<file path="config.mk">
export PLATFORM = sky130hd
export DESIGN_NAME = divider_seq
export DESIGN_NICKNAME = d
export VERILOG_FILES = /design/src/rtl/divider_seq.sv
export SDC_FILE = /design/constraint.sdc
export NUM_CORES = 1
export LEC_CHECK = 0
export BUFFER_PORTS_ARGS = -buffer_cell sky130_fd_sc_hd__buf_2
export CORE_UTILIZATION = 60
export DETAILED_ROUTE_END_ITERATION = 6
export GPL_ROUTABILITY_DRIVEN = 1
export GPL_TIMING_DRIVEN = 0
export HOLD_SLACK_MARGIN = 0.12
export PLACE_DENSITY_LB_ADDON = 0.15
export SETUP_SLACK_MARGIN = 0.1
export SYNTH_ARGS = -nofsm -noshare
export SYNTH_HDL_FRONTEND = slang
export SYNTH_SLANG_ARGS = --single-unit
</file>
<file path="constraint.sdc">
create_clock -name clk -period 4.1 [get_ports clk]
set_input_delay 0.82 -clock clk [delete_from_list [all_inputs] [get_ports clk]]
set_output_delay 0.82 -clock clk [all_outputs]
set_load 0.05 [all_outputs]
</file>
<file path="src/rtl/divider_seq.sv">
// -----------------------------------------------------------------------------
// divider_seq
// Sequential restoring (shift-and-subtract) divider. One quotient bit is
// resolved per clock; a Width-bit division takes Width clocks in CALC.
//
// Optional build macro: DIV_SIGNED_EN
//   undefined : unsigned operands and results
//   defined   : two's complement operands, truncating (toward zero) results
//
// Parameters
//   Width        operand / quotient / remainder width in bits (>= 2)
//
// Ports
//   clk          system clock, rising edge active
//   rst_n        asynchronous reset, active low
//   start        request; only sampled while idle
//   dividend     numerator, latched when start is accepted
//   divisor      denominator, latched when start is accepted
//   quotient     registered result, held between done pulses
//   remainder    registered result, held between done pulses
//   busy         high while iterating
//   done         one-cycle pulse when quotient/remainder update
//   div_by_zero  sticky flag for the last operation, cleared on next accept
// -----------------------------------------------------------------------------
module divider_seq #(
  parameter int Width = 10
) (
  input  logic             clk,
  input  logic             rst_n,
  input  logic             start,
  input  logic [Width-1:0] dividend,
  input  logic [Width-1:0] divisor,
  output logic [Width-1:0] quotient,
  output logic [Width-1:0] remainder,
  output logic             busy,
  output logic             done,
  output logic             div_by_zero
);

  localparam int CountW = $clog2(Width);
  localparam logic [CountW-1:0] CountMax = CountW'(Width - 1);

  typedef enum logic {
    IDLE,
    CALC
  } state_t;

  state_t state, state_next;

  // Working registers: shift_q starts as the dividend and fills with quotient
  // bits from the LSB side; part_q is the partial remainder.
  logic [Width-1:0]  shift_q, shift_next;
  logic [Width-1:0]  dvsr_q, dvsr_next;
  logic [Width-1:0]  part_q, part_next;
  logic [CountW-1:0] count_q, count_next;

  logic [Width-1:0]  quotient_next, remainder_next;
  logic              busy_next, done_next, dbz_next;

  // One iteration of the restoring step.
  logic [Width:0]    shifted;
  logic              no_borrow;
  logic [Width-1:0]  part_step;
  logic [Width-1:0]  quot_step;

`ifdef DIV_SIGNED_EN
  // Sign bookkeeping for the magnitude engine.
  logic neg_quot_q, neg_quot_next;
  logic neg_rem_q, neg_rem_next;

  function automatic logic [Width-1:0] magnitude(input logic [Width-1:0] v);
    // The most-negative value maps onto itself, which read as unsigned is
    // exactly its magnitude.
    return v[Width-1] ? (~v + 1'b1) : v;
  endfunction
`endif

  // State and datapath registers; everything clears on reset.
  always_ff @(posedge clk or negedge rst_n) begin
    if (!rst_n) begin
      state       <= IDLE;
      shift_q     <= '0;
      dvsr_q      <= '0;
      part_q      <= '0;
      count_q     <= '0;
      quotient    <= '0;
      remainder   <= '0;
      busy        <= 1'b0;
      done        <= 1'b0;
      div_by_zero <= 1'b0;
`ifdef DIV_SIGNED_EN
      neg_quot_q  <= 1'b0;
      neg_rem_q   <= 1'b0;
`endif
    end else begin
      state       <= state_next;
      shift_q     <= shift_next;
      dvsr_q      <= dvsr_next;
      part_q      <= part_next;
      count_q     <= count_next;
      quotient    <= quotient_next;
      remainder   <= remainder_next;
      busy        <= busy_next;
      done        <= done_next;
      div_by_zero <= dbz_next;
`ifdef DIV_SIGNED_EN
      neg_quot_q  <= neg_quot_next;
      neg_rem_q   <= neg_rem_next;
`endif
    end
  end

  // Next-state and datapath logic.
  always_comb begin
    state_next     = state;
    shift_next     = shift_q;
    dvsr_next      = dvsr_q;
    part_next      = part_q;
    count_next     = count_q;
    quotient_next  = quotient;
    remainder_next = remainder;
    busy_next      = busy;
    done_next      = 1'b0;
    dbz_next       = div_by_zero;
`ifdef DIV_SIGNED_EN
    neg_quot_next  = neg_quot_q;
    neg_rem_next   = neg_rem_q;
`endif

    // Bring the next dividend bit into the partial remainder and try the
    // subtraction. The partial remainder is always below the divisor, so a
    // successful difference always fits back into Width bits.
    shifted   = {part_q, shift_q[Width-1]};
    no_borrow = (shifted >= {1'b0, dvsr_q});
    part_step = no_borrow ? Width'(shifted - {1'b0, dvsr_q}) : Width'(shifted);
    quot_step = {shift_q[Width-2:0], no_borrow};

    case (state)
      IDLE: begin
        if (start) begin
          if (divisor == '0) begin
            // Division by zero resolves immediately without iterating.
`ifdef DIV_SIGNED_EN
            quotient_next = dividend[Width-1] ? Width'(1) : '1;
`else
            quotient_next = '1;
`endif
            remainder_next = dividend;
            dbz_next       = 1'b1;
            done_next      = 1'b1;
          end else begin
`ifdef DIV_SIGNED_EN
            shift_next    = magnitude(dividend);
            dvsr_next     = magnitude(divisor);
            neg_quot_next = dividend[Width-1] ^ divisor[Width-1];
            neg_rem_next  = dividend[Width-1];
`else
            shift_next    = dividend;
            dvsr_next     = divisor;
`endif
            part_next  = '0;
            count_next = CountMax;
            busy_next  = 1'b1;
            dbz_next   = 1'b0;
            state_next = CALC;
          end
        end
      end

      CALC: begin
        shift_next = quot_step;
        part_next  = part_step;
        count_next = count_q - 1'b1;
        if (count_q == '0) begin
          // Last bit resolved: publish results and return to idle.
`ifdef DIV_SIGNED_EN
          quotient_next  = neg_quot_q ? (~quot_step + 1'b1) : quot_step;
          remainder_next = neg_rem_q  ? (~part_step + 1'b1) : part_step;
`else
          quotient_next  = quot_step;
          remainder_next = part_step;
`endif
          busy_next  = 1'b0;
          done_next  = 1'b1;
          state_next = IDLE;
        end
      end

      default: begin
        state_next = IDLE;
      end
    endcase
  end

endmodule

</file>
# Word-level counts from Yosys, hierarchy flattened
# Index checks and enable logic that the tools add are counted.
[op_classes]
reduce_logical = 7
addsub = 2
magnitude_cmp = 1
eq_ne = 4
bitwise = 2
n_mux = 30
[op_table]
columns = ["op", "n"]
rows = [
  ["$mux W10", 11],
  ["$pmux W10 S2", 4],
  ["$ge A11 B10 Y1", 1],
  ["$logic_not A10 Y1", 1],
  ["$sub A10 B10 Y10", 1],
  ["$mux W1", 9],
  ["$reduce_and A3 Y1", 3],
  ["$mux W4", 2],
  ["$pmux W4 S2", 1],
  ["$ne A2 B2 Y1 const B", 3],
  ["$pmux W1 S2", 3],
  ["$logic_not A4 Y1", 1],
  ["$reduce_and A2 Y1", 2],
  ["$sub A4 B1 Y4 const B", 1],
  ["$ne A2 B1 Y1 const B", 1],
  ["$not A1 Y1", 2],
]
[totals]
regBits = 58
wordCells = 56

# Depth between registers and ports, before layout
[logic_depth]
depth_word = 4
ltp_mapped = 10
depth_no_buf = 10

# Least setup slack after synthesis
# No wires, ideal clock.
[synth_timing]
kind = "register to register"
start = "register part_q[5]"
end = "register part_q[0]"
slack_ns = 1.751
path_stages_with_launch = 9
arrival_time_ns = 2.266
period_less_slack_ns = 2.349
path_buffers = 1
setup_ns = 0.083
cell_sequence = "dfrtp_1 -> ha_1 -> a21o_1 -> or3_2 -> o211ai_1 -> and3_1 -> buf_6 -> mux2_2 -> o22ai_1"
[synth_between]
elab_chain_len = 3
[synth_rtl]
columns = ["item", "line", "source"]
rows = [
  ["from (decl)", "54", "logic [Width-1:0] part_q, part_next;"],
  ["from (signal assigned)", "99", "part_q <= part_next;"],
  ["$ge A11 B10 Y1", "134", "no_borrow = (shifted >= {1'b0, dvsr_q});"],
  ["$mux W10", "135", "part_step = no_borrow ? Width'(shifted - {1'b0, dvsr_q}) : Width'(shifted);"],
  ["$pmux W10 S2", "138", "case (state)"],
]
# Every way passes these cells.
# A chain may end at the register's enable or synchronous reset.

# Worst setup path after layout
[layout_timing]
start = "input divisor[7]"
end = "register count_q[0]"
[layout_between]
elab_chain_len = 3
[layout_rtl]
columns = ["item", "line", "source"]
rows = [
  ["from (decl)", "32", "input logic [Width-1:0] divisor,"],
  ["$logic_not A10 Y1", "141", "if (divisor == '0) begin"],
  ["$ne A2 B2 Y1 (no line)", "-", ""],
  ["$reduce_and A2 Y1 (no line)", "-", ""],
  ["to (signal assigned)", "100", "count_q <= count_next;"],
  ["to (decl)", "55", "logic [CountW-1:0] count_q, count_next;"],
]
# Every way passes these cells.

==> metrics.cfg <==
[min_path]
hold_class=reg -> reg

[grt]
grt_pass1_wl_mm=12.7
grt_max_degree=59
grt_pass1_vias=2670
antenna_found_initial=0
grt.total_usage_pct=32.1
gr-total-overflow=0

[clock_network]
cts_hold_buf=0
cts-resized-gates=0
htreeDepth=3
cts_max_path_buffers=2
clock_latency_ns=0.34
post_cts_buffers=0
cts.clk_slew.worst_paths_ns=0.07
cts_buffers=9
cts.sinks=58
cts.root.buffer_cell=clkbuf_8
cts_tree=done

[sta]
min_period_ns=2.61
setup_viol=0
finClkSkew_ns=0.00627
fin_setup_tns_ns=0
worst_pin_slew_ns=0.904
fin_ws_ns=1.49
relSlewSlack_pct=39.6
drv_slew=0
rsz0062_at_grt=false
fmax_ghz=0.382
final_hold_viol_count=0
period_share_pct=63.8

[run_status]
status=complete, no violations

[floorplanning]
ios=46
die_x_um=73.2
core-area_mm2=0.00479
rows=25
start_util_pct=63.6
dieArea_mm2=0.00536
die-height_um=73.2

[setup_path]
critPathMaxFanout=10
crit_chain=buf_2, nor4_1, nand3_1, and2_1, clkbuf_1, clkbuf_1, nor3_1, a21oi_1
cpPeakStageDelay_ns=0.52
required_ns=4.30
critical_path.top_delay_family=simple AND/OR/NAND/NOR gates
crit_path_end_kind=flip-flop
cp_slowest_cell=nor4_1
path_class=in -> reg
crit_top_cell=clkbuf_1
cp.arrival_ns=2.81
critPathLaunchType=input pin
cp.buffers_inverters=3

[routing]
wire_per_inst_um=17.0
num_vias=2771
dr.pass1.iters=5
avgViaCountPerCell=6.05
ant_nets=0
routed_wl_mm=7.79
drtIter0Drc=277
drc_errors=0

[logic_synthesis]
synth_area_mm2=0.00304
yosys_register_bits=58
yosysWarnings=0
syn_inst=331
synth_edf_count=0
synth_ff_type=dfrtp_1
ys_seq_area_share_pct=47.7
synth_cell_types=50
avgSynthCellArea_um2=9.19
synthArstFlopShare_pct=100
syn_nets=367

[final_layout]
nFillCells=368
nets=423
drive_gt1_share_pct=19.4
num_antenna_cells=0
synthToLayoutAreaGrowth_pct=18.8

[placement]
port_buffers=45
place_ws_ns=1.30
gp_congestion=0.923
dp_hpwl_mm=5.37

[job]
drv_cap=0

routing by layer:
metal / global-route usage [%] / vias to the layer above / wire length [um]
met5: 0 / - / 0
met4: 15.7 / 0 / 165
met3: 6.08 / 18 / 532
met2: 49.7 / 137 / 3650
met1: 43.4 / 1323 / 3440
li1: - / 1293 / -
sequential cells by signal, indices dropped and copies added, names as in the netlist:
signal / flops
div_by_zero: 1
state: 1
busy: 1
dvsr_q: 10
remainder: 10
done: 1
count_q: 4
quotient: 10
shift_q: 10
part_q: 10
area by class of cell:
class                   instances  area (um^2)  share of cell area (%)
inverters                      16         60.1                    1.66
plain buffers                  20          101                    2.80
multi-input cells             237         1440                    39.7
clock inverters                 6          130                    3.60
flip-flops and latches         58         1450                    40.2
clock buffers                   9          124                    3.43
well taps                      67         83.8                    2.32
repair buffers                 45          228                    6.30
layout by cell type, fill, tap and decap left out, types with 4 or more instances in the layout:
cell type / count
bufinv_16: 4
o22ai_1: 10
nor3_1: 9
a21oi_1: 17
nand2_1: 47
inv_1: 16
clkbuf_8: 10
clkbuf_1: 13
and3_1: 5
nor2_1: 32
dfrtp_1: 58
buf_2: 45
nand3_1: 5
mux2i_1: 6
a31oi_1: 16
o21ai_0: 23
a211oi_1: 7
ha_1: 12
synth_stat cells (3+ instances only):
master     n  area, um^2
a211oi_1   7        52.6
nand2_1   47         176
nand3_1    5        25.0
mux2i_1    6        60.1
nor2_1    32         120
ha_1      12         150
dfrtp_1   58        1450
clkbuf_1  13        48.8
o22ai_1   10        62.6
nor3_1     9        45.0
a31oi_1   16         100
o21ai_0   23         115
and3_1     5        31.3
buf_1      3        11.3
xnor2_1    3        26.3
a21oi_1   17        85.1
inv_1     16        60.1
o211ai_1   3        22.5
and2_1     3        18.8
nor4_1     3        18.8
worst reg2reg max path, delay by kind of cell (launching register included):
family	cells	cell delay (ns)
buffers and inverters	1	0.14
AND/OR/NAND/NOR	2	0.64
adder cells (fa/ha/maj)	1	0.38
AO/OA/AOI/OAI	3	0.61
flip-flops	1	0.41
multiplexers	1	0.35
logic make-up (layout without fill, tap and decap cells):
| family | Yosys count | count (layout) | synth area share (%) |
|---|---|---|---|
| simple gates | 120 | 120 | 18.5 |
| compound gates | 91 | 91 | 18.7 |
| fa+ha+maj | 13 | 13 | 5.59 |
| xor+xnor | 5 | 5 | 1.44 |
| buf+inv | 36 | 96 | 5.30 |
| mux | 8 | 8 | 2.71 |
| flops | 58 | 58 | 47.7 |
worst paths after layout:
check                      slack, ns    endpoint  cells after the start  startpoint
setup / recovery                1.49  count_q[0]                      8  divisor[7]
hold / removal                  0.50        busy                      2        busy
setup reg to reg                1.50   part_q[0]                      8   part_q[5]
hold reg to reg                 0.50        busy                      2        busy
max in group asynchronous       3.08   dvsr_q[3]                      1       rst_n
min in group asynchronous       0.53   dvsr_q[8]                      1       rst_n
stage by stage:
stage	hold slack [ns]	instances	utilization [%]	instance area (um^2)
after floorplan	0.461	331	-	3040
after global placement	0.476	443	70.0	3350
after detailed placement	0.488	443	70.2	3360
after CTS	0.502	458	75.5	3610
after global routing	0.540	458	75.5	3610
final	0.497	458	75.5	3610
Power is not shown: default switching activity piles up to over one toggle a cycle in this logic, so the estimate is an artifact.
